File: config.mk
export PLATFORM = sky130hd
export DESIGN_NAME = encoder32_5_stream_flat
export DESIGN_NICKNAME = d
export VERILOG_FILES = /design/src/rtl/encoder32_5_stream_if.sv /design/src/rtl/encoder32_5_stream.sv /design/src/flat_wrapper.sv
export SDC_FILE = /design/constraint.sdc
export NUM_CORES = 1
export LEC_CHECK = 0
export BUFFER_PORTS_ARGS = -buffer_cell sky130_fd_sc_hd__buf_2
export CORE_UTILIZATION = 45
export CTS_BUF_LIST = sky130_fd_sc_hd__clkbuf_4 sky130_fd_sc_hd__clkbuf_8
export CTS_CLUSTER_DIAMETER = 100
export CTS_CLUSTER_SIZE = 14
export DETAILED_ROUTE_END_ITERATION = 8
export PLACE_DENSITY = 0.83
export SLEW_MARGIN = 30
export SYNTH_ARGS = -nofsm -noshare
export SYNTH_HDL_FRONTEND = slang
export SYNTH_SLANG_ARGS = --single-unit
File: constraint.sdc
create_clock -name clk -period 2.5 [get_ports clk]
set_input_delay 0.375 -clock clk [delete_from_list [all_inputs] [get_ports clk]]
set_output_delay 0.375 -clock clk [all_outputs]
set_load 0.05 [all_outputs]
File: src/rtl/encoder32_5_stream_if.sv
// Output stream of the 32-to-5 event encoder: index plus matching one-hot word.
interface encoder32_5_stream_if;
    logic        out_valid;
    logic        out_ready;
    logic [4:0]  out_idx;
    logic [31:0] out_onehot;

    modport master (
        output out_valid,
        output out_idx,
        output out_onehot,
        input  out_ready
    );

    modport slave (
        input  out_valid,
        input  out_idx,
        input  out_onehot,
        output out_ready
    );
endinterface

File: src/rtl/encoder32_5_stream.sv
// encoder32_5_stream: collects 32 request lines into a pending set and emits
// them one at a time as 5-bit indices over a valid/ready stream.
// Optional macro ENC_RR_EN selects round-robin priority; when it is undefined,
// the lowest pending index wins.
module encoder32_5_stream (
    input  logic                        clk,
    input  logic                        rst_n,
    input  logic [31:0]                 req_in,
    input  logic                        clr_all,
    encoder32_5_stream_if.master        stream,
    output logic [31:0]                 pending,
    output logic                        overflow
);

    localparam int unsigned N  = 32;
    localparam int unsigned IW = 5;

    logic [N-1:0]  p_q;
    logic          valid_q;
    logic [IW-1:0] idx_q;
    logic          ovf_q;

    logic [IW-1:0] sel;
    logic          found;
    logic          load;
    logic [N-1:0]  sel_mask;
    logic [N-1:0]  p_next;
    logic          ovf_next;

`ifdef ENC_RR_EN
    logic [IW-1:0] last_q;
    logic [IW-1:0] base;
    logic [IW-1:0] off;
    logic [N-1:0]  rot;

    // Round-robin pick: rotate so the search starts just after the last grant.
    always_comb begin
        base  = last_q + IW'(1);
        rot   = N'({p_q, p_q} >> base);
        off   = '0;
        found = |rot;
        for (int i = N - 1; i >= 0; i--) begin
            if (rot[i]) begin
                off = IW'(i);
            end
        end
        sel = base + off;
    end
`else
    // Fixed priority pick: lowest set pending bit.
    always_comb begin
        sel   = '0;
        found = |p_q;
        for (int i = N - 1; i >= 0; i--) begin
            if (p_q[i]) begin
                sel = IW'(i);
            end
        end
    end
`endif

    // Slot load decision, next pending set and collision detection.
    always_comb begin
        load     = 1'b0;
        sel_mask = '0;
        p_next   = p_q;
        ovf_next = 1'b0;
        load     = (~valid_q | stream.out_ready) & found;
        if (load) begin
            sel_mask = N'(1) << sel;
        end
        p_next   = (p_q & ~sel_mask) | req_in;
        ovf_next = |(req_in & p_q & ~sel_mask);
    end

    // Pending set, output slot and overflow pulse.
    always_ff @(posedge clk) begin
        if (!rst_n) begin
            p_q     <= '0;
            valid_q <= 1'b0;
            idx_q   <= '0;
            ovf_q   <= 1'b0;
        end else if (clr_all) begin
            p_q     <= '0;
            valid_q <= 1'b0;
            ovf_q   <= 1'b0;
        end else begin
            p_q   <= p_next;
            ovf_q <= ovf_next;
            if (load) begin
                valid_q <= 1'b1;
                idx_q   <= sel;
            end else if (stream.out_ready) begin
                valid_q <= 1'b0;
            end
        end
    end

`ifdef ENC_RR_EN
    // Last granted index; reset to 31 so the first search starts at 0.
    always_ff @(posedge clk) begin
        if (!rst_n) begin
            last_q <= IW'(N - 1);
        end else if (!clr_all && load) begin
            last_q <= sel;
        end
    end
`endif

    assign stream.out_valid  = valid_q;
    assign stream.out_idx    = idx_q;
    assign stream.out_onehot = valid_q ? (N'(1) << idx_q) : '0;
    assign pending           = p_q;
    assign overflow          = ovf_q;

endmodule
File: src/flat_wrapper.sv
// flat-port wrapper written by rule: the top's interface ports become plain ports
module encoder32_5_stream_flat 
  (clk, rst_n, req_in, clr_all, pending, overflow, stream_out_valid, stream_out_idx, stream_out_onehot, stream_out_ready);
  encoder32_5_stream_if stream_i ();
  input  logic clk;
  input  logic rst_n;
  input  logic [31:0] req_in;
  input  logic clr_all;
  output logic [31:0] pending;
  output logic overflow;
  output wire logic [$bits(stream_i.out_valid)-1:0] stream_out_valid;
  output wire logic [$bits(stream_i.out_idx)-1:0] stream_out_idx;
  output wire logic [$bits(stream_i.out_onehot)-1:0] stream_out_onehot;
  input wire logic [$bits(stream_i.out_ready)-1:0] stream_out_ready;
  assign stream_out_valid = stream_i.out_valid;
  assign stream_out_idx = stream_i.out_idx;
  assign stream_out_onehot = stream_i.out_onehot;
  assign stream_i.out_ready = stream_out_ready;
  encoder32_5_stream u_core (.clk(clk), .rst_n(rst_n), .req_in(req_in), .clr_all(clr_all), .stream(stream_i), .pending(pending), .overflow(overflow));
endmodule
==> results of run 1 <==
power groups by stage:
| stage | Sequential [mW] | Clock, mW | Combinational [mW] |
|---|---|---|---|
| after floorplan | 0.831 | 0 | 0.378 |
| after global placement | 0.716 | 0 | 0.815 |
| after detailed placement | 0.718 | 0 | 0.821 |
| after CTS | 0.705 | 0.498 | 0.840 |
| after global routing | 0.712 | 0.523 | 0.954 |
| final | 0.707 | 0.497 | 0.902 |
registers in the layout, indices dropped and copies added (netlist names):
signal and flops:
u_core.pending 32, u_core.stream.out_idx 5, u_core.overflow 1, u_core.stream.out_valid 1
layout by cell type, fill, tap and decap left out, types with 2 or more instances in the layout:
cell | Yosys | layout
nand2_1 | 30 | 30
or3_1 | 2 | 2
or4_4 | 2 | 3
o21ai_1 | 2 | 3
nor4_1 | 7 | 4
nor2b_1 | 13 | 13
a21oi_1 | 44 | 42
nor4_2 | 2 | 5
nand4_1 | 3 | 3
buf_2 | 0 | 106
clkbuf_8 | 0 | 7
o21ai_0 | 21 | 20
nor4_4 | 2 | 2
nor2_1 | 70 | 67
o31ai_1 | 5 | 3
dfxtp_1 | 39 | 26
nand3_1 | 16 | 16
nor3_1 | 6 | 6
and2_1 | 5 | 4
dfxtp_4 | 0 | 2
inv_1 | 22 | 22
and2_2 | 2 | 3
buf_4 | 2 | 76
a31oi_1 | 5 | 5
nor2_4 | 2 | 3
a21oi_2 | 2 | 3
o211ai_1 | 13 | 13
dfxtp_2 | 0 | 11
nand2b_1 | 12 | 10
nor2_2 | 0 | 2
nand3_2 | 2 | 2
o31ai_2 | 1 | 3
a22oi_1 | 2 | 2
cell type report:
class	count	area, um^2	share of cell area, %
inverters	22	82.58	2.030
well taps	72	90.09	2.215
multi-input cells	305	1888	46.42
repair buffers	182	1101	27.07
clock buffers	8	103.9	2.553
flip-flops and latches	39	802.0	19.72
metrics by stage:
step / instances / setup slack [ps] / hold slack (ps) / cell area [um^2]
floorplan: 380 / 15.69 / 492.3 / 2715
global placement: 616 / -123.3 / 539.4 / 3801
detailed placement: 616 / -65.19 / 538.7 / 3801
CTS: 625 / -10.83 / 292.8 / 3943
global route: 628 / -155.7 / 313.0 / 4068
finish: 628 / -76.45 / 297.4 / 4068
path summary, 6_finish.rpt:
check                      from                 end  slack, ps  depth (start not counted)
max reg2reg  u_core.pending[13]   u_core.pending[8]        -80                          9
min                   req_in[4]   u_core.pending[4]        300                          3
max          u_core.pending[13]   u_core.pending[8]        -80                          9
min reg2reg  u_core.pending[27]  u_core.pending[27]        550                          2
kinds of logic (layout without fill, tap and decap cells):
group	after synthesis	in the layout	share of synthesized area [%]
AND/OR/NAND/NOR	187	187	36.99
AO/OA/AOI/OAI	117	117	27.92
flip-flops	39	39	28.89
buffers and inverters	36	212	5.833
multiplexers	1	1	0.3704
tightest hold or removal path, delay by kind of cell:
kind	cells	cell delay, ps
AO/OA/AOI/OAI	1	40
buffers and inverters	1	90
AND/OR/NAND/NOR	1	70
per-layer routing:
| layer | global-route usage, % | vias to the layer above |
|---|---|---|
| met5 | 0 | - |
| met4 | 13.45 | 0 |
| met3 | 6.514 | 36 |
| met2 | 57.78 | 234 |
| met1 | 44.15 | 1716 |
| li1 | - | 1717 |
timing repair:
action | in CTS | in global routing
pin swaps | 4 | 12
gates resized for setup | 8 | 23
setup endpoints to repair | 1 | 7
buffers inserted | 1 | 3
==> impl_results.md, run 1 <==
* Int Power at 1.271 mW
* IO Pins at 107
* Fillers at 503
* H-tree depth reported by CTS at 2
* Antenna viol nets, final at 0
* Worst-margin pin slew at approximately 550 ps
* Fraction of registers with async set/reset at 0%
* Routed vias at 3703
* Cell leakage power at just under 2 nW
* Avg Inst Size Synth at 7.112 um^2
* EDFF count, synth at 0
* Failing checks: setup timing
* First-pass GRT wire length at 16700 um
* Setup TNS at -114.5 ps
* Comb pwr share at around 43%
* Post-synthesis register bit count at 39
* Data required time at the worst endpoint at 2670 ps
* Clk pwr share at 23.6%
* CORE AREA at between 0.005 and 0.006 mm^2
* Critical path class: reg2reg
* CTS tree: yes
* Detail Route met3 WL at 1002 um
* Hold Crit Class: in2reg
* Leading area contributor after synthesis: dfxtp_1
* Syn-to-layout area delta at 50.51%
* Synth cell types at 60
* Die Width at just under 80 um
* Slew Viols, Final at 0
* Peak VDD IR at approximately 0.00034 V
* Run status: finished with violations
* Port-buffer cells at 106
* Row count at 27
* Final core occ at 72.10%
* Synthesized instance count at 380
* Yosys warnings at 0
* Worst skew pair latency at 310 ps
* Max Clock Skew at 9.923 ps
* CP Buf/Inv Count at 1
* Critical Path Start Type: flop
* Setup slack after layout at -76.45 ps
* Reg power frac at 33.6%
* Crit path top cell by count: a21oi_1
* Final Cycle Share at 103.1%
* Crit-path cells: nand2b_1, a21oi_2, and4b_1, a221o_1, a21oi_1, buf_4, nor2_1, o31ai_1, a21oi_1
* Routed WL at 10900 um
* DRT Pass-1 Iters at 5
* Crit path arrival time at 2750 ps
* Max_cap viols at 0
* CTS Buffer Depth at 2
* Chip height at 79.50 um
* Max Freq at ~390 MHz
* RSZ-0062 raised after global routing: true
* Sink Count at 39
* Final setup violation count at 3
* Most frequent cell after synthesis: nor2_1
* Min Tclk post-route at 2576 ps
* Remaining Overflow, GRT at 0
* Switch share at 39.66%
* Share of cells above drive strength 1 at 44.42%
* Yosys top cell area share at 28.89%
* Routed WL per cell at 17.35 um
* 1st-iter DRT viols at 362
* Post-CTS Hold Fix Bufs at 0
* Clock-pin slew on the worst setup and hold paths at 80 ps
* WL met2 at between 5000 and 6000 um
* Max Used Layer: met4
* Worst slew margin at between 60 and 70%
* Vias per Instance at 5.896
* GP Congestion at 1.028
* CTS buffer count at 5
* Initial Utilization at between 40% and 50%
* PwrDens at 517.9 mW/mm^2
* Final Hold Viols at 0
* Nets at 591
* Top post-synthesis cells by area: dfxtp_1 (29%), nor2_1 (9.7%), a21oi_1 (8.1%), nand2_1 (4.2%), o21ai_0 (3.9%)
* CP max FO at 5
* Final Total Pwr at 2.106 mW
* Syn_nets at 416
* Crit. End Element: flop
* Register area share after synthesis at roughly 29%
* Crit-path max cell delay at 480 ps
* CTS root buffer: clkbuf_8
* Crit path max-delay family: compound AO/OA/AOI/OAI gates
* P_sw at around 840 uW
* GRT Overall Usage at 34.80%
* Synth Flop Type: dfxtp_1
* Largest net degree at the start of global routing at 35
* Initial antenna violation count at 0
* HPWL Detailed at 8639 um
* Number of global-route vias before repair at 3305
* Worst path slowest cell: a21oi_1
* DRC viols at 0
* Syn Std Cell Area at 0.002703 mm^2
* Top cells by count, synth: nor2_1 (70), a21oi_1 (44), dfxtp_1 (39)
* Full die area at 0.006319 mm^2
* N_diodes at 0
* WL met1 at 4525 um
Power figures use the tool's default switching activity.
==> run 2: changes to the inputs <==
- CELL_PAD_IN_SITES_DETAIL_PLACEMENT: not set -> 1
- CELL_PAD_IN_SITES_GLOBAL_PLACEMENT: not set -> 1
- CORE_UTILIZATION: 45 -> 35
- PLACE_DENSITY: 0.83 -> 0.91
==> run 2 against run 1 <==
  * The run still ends with setup timing left
  * Clock skew up 14 ps
  * Combinational power up 11%
  * Sequential share of layout area down 0.44 points
  * First-iteration DRC count down 30%
  * Critical path type unchanged
  * Final area up 3.1%
  * Maximum frequency down 5.9%
  * Clock-buffer cell count down 2
==> impl_results.md, run 2 (synthesized netlist as in run 1, its figures left out) <==
* CTS Buffer Depth at 2
* Fillers at 984
* Initial Utilization at 36.67%
* Data required time at the worst endpoint at 2690 ps
* Final setup violation count at 3
* GP Congestion at 0.9739
* Final Hold Viols at 0
* Crit-path max cell delay at between 500 and 600 ps
* Setup slack after layout at -238.8 ps
* Nets at approximately 600
* Area occupied by multi-input gates at 0.001912 mm^2
* Max Freq at 365.1 MHz
* Min Hold Slack at 294.2 ps
* WHS Endpoint: u_core.pending[13]
* Reg power frac at 30.9%
* Most frequent cells in the layout: buf_2 (106), buf_4 (81), nor2_1 (65)
* Run status: finished with violations
* Final std cell area, no fill at about 0.0042 mm^2
* Worst skew pair latency at about 320 ps
* Final Cycle Share at 109.6%
* Number of global-route vias before repair at 4117
* Max_cap viols at 0
* Crit path arrival time at 2920 ps
* H-tree depth reported by CTS at 2
* Cell count of the worst reg-to-reg path at 11
* Final Total Pwr at around 2.3 mW
* PwrDens at 550.9 mW/mm^2
* Clock-pin slew on the worst setup and hold paths at 90 ps
* WHS Path Cells at 3
* Comb pwr share at around 44%
* DRC viols at 0
* RSZ-0062 raised after global routing: true
* 1st-iter DRT viols at 255
* Hold path start: req_in[13]
* Routed WL per cell at between 20 and 25 um
* P_sw at 951.5 uW
* Reg2reg setup slack at -240 ps
* Worst slew margin at about 50%
* Critical Path Start Type: flop
* Max reg flops at 32
* Remaining Overflow, GRT at 0
* Die Width at between 80 and 90 um
* IO Pins at 107
* Dpl cells at 648
* Sink Count at 39
* Slew Viols, Final at 0
* Share of cells above drive strength 1 at 46.80%
* N_diodes at 0
* Peak VDD IR at between 0.0003 and 0.0004 V
* Worst-margin pin slew at between 700 and 800 ps
* Cell leakage power at 1.972 nW
* Routed WL at 14760 um
* Reg-to-Reg Start: u_core.pending[19]
* Int Power at 1.359 mW
* CP max FO at 3
* CORE AREA at around 0.0074 mm^2
* Min Tclk post-route at 2739 ps
* Chip height at between 80 and 90 um
* Antenna viol nets, final at 0
* Setup TNS at -279.2 ps
* Crit Reg-Reg Endpoint: u_core.overflow
* HPWL Detailed at between 10000 and 15000 um
* Commonest non-fill, non-tap cell in the layout: buf_2
* Vias per Instance at a little over 6
* Worst path slowest cell: nor4_1
* Max Clock Skew at around 24 ps
* Clk pwr share at 25.6%
* Initial antenna violation count at 0
* Hold Crit Class: in2reg
* Sequential cell area at between 800 and 900 um^2
* Largest net degree at the start of global routing at 35
* DRT Pass-1 Iters at 5
* Full die area at 0.008078 mm^2
* Port-buffer cells at roughly 110
* Failing checks: setup timing
* Syn-to-layout area delta at 55.19%
* Non-Filler Instances at 661
* Crit-path cells: nor4_1, buf_4, nand2_1, a21oi_2, buf_4, nand2_2, o21ai_0, o21a_1, o21ai_0, and4bb_1, a31oi_1
* Pre-CTS setup slack at -162.4 ps
* CTS tree: yes
* Final core occ at 56.91%
* GRT Overall Usage at 34.02%
* First-pass GRT wire length at 21800 um
* Row count at 31
* CTS buffer count at 5
* CTS root buffer: clkbuf_8
* Switch share at approximately two fifths
* Routed vias at 4021
* Crit. End Element: flop
* Placed Area at between 0.003 and 0.004 mm^2
* Critical path class: reg2reg
* Post-CTS Hold Fix Bufs at 0
run 2: cell types whose count changed in the layout (fill, tap and decap cells not counted), sizes merged:
cell    delta
bufinv     +1
clkbuf     -2
buf        +6
clkinv     +1
run 2: repair_timing:
| action | CTS | global route |
|---|---|---|
| gates resized for setup | 14 | 33 |
| pin swaps | 2 | 14 |
| buffers inserted | 2 | 3 |
| endpoints found under the setup margin | 2 | 9 |
run 2: layer usage:
| metal | vias to the layer above | part of all wire, % | global-route usage (%) |
|---|---|---|---|
| met2 | 298 | 48 | 59.23 |
| met1 | 1909 | 37 | 38.91 |
| met4 | 0 | 5.7 | 18.41 |
| met3 | 87 | 9.2 | 7.107 |
| li1 | 1727 | - | - |
| met5 | - | 0 | 0 |
run 2: cell type report:
class	count	share of cell area [%]
inverters	22	1.969
flip-flops and latches	39	19.27
clock inverters	2	0.8353
multi-input cells	305	45.58
clock buffers	6	1.969
repair buffers	188	27.42
well taps	99	2.953
run 2: power groups by stage:
stage / clock [mW] / sequential, mW / combinational (mW)
after floorplan: 0 / 0.831 / 0.378
after global placement: 0 / 0.715 / 0.842
after detailed placement: 0 / 0.719 / 0.864
after CTS: 0.591 / 0.708 / 0.915
after global routing: 0.615 / 0.718 / 1.04
final: 0.592 / 0.714 / 1.00
run 2: worst max-delay path by stage:
| stage | startpoint | to | slack, ps |
|---|---|---|---|
| 2_1_floorplan | u_core.pending[5] | u_core.overflow | 20 |
| 3_3_place_gp | u_core.pending[23] | u_core.overflow | -90 |
| 3_5_place_dp | u_core.pending[23] | u_core.overflow | -160 |
| 4_1_cts | u_core.pending[28] | u_core.overflow | -50 |
| 5_1_grt | u_core.pending[31] | u_core.overflow | -270 |
| 6_report | u_core.pending[19] | u_core.overflow | -240 |
run 2: worst max-delay path: cells and delay by family (launching register included):
| family | cells | cell delay (ps) |
|---|---|---|
| buffers and inverters | 2 | 400 |
| DFF | 1 | 370 |
| AOI/OAI and AO/OA | 5 | 870 |
| and+or+nand+nor | 4 | 980 |
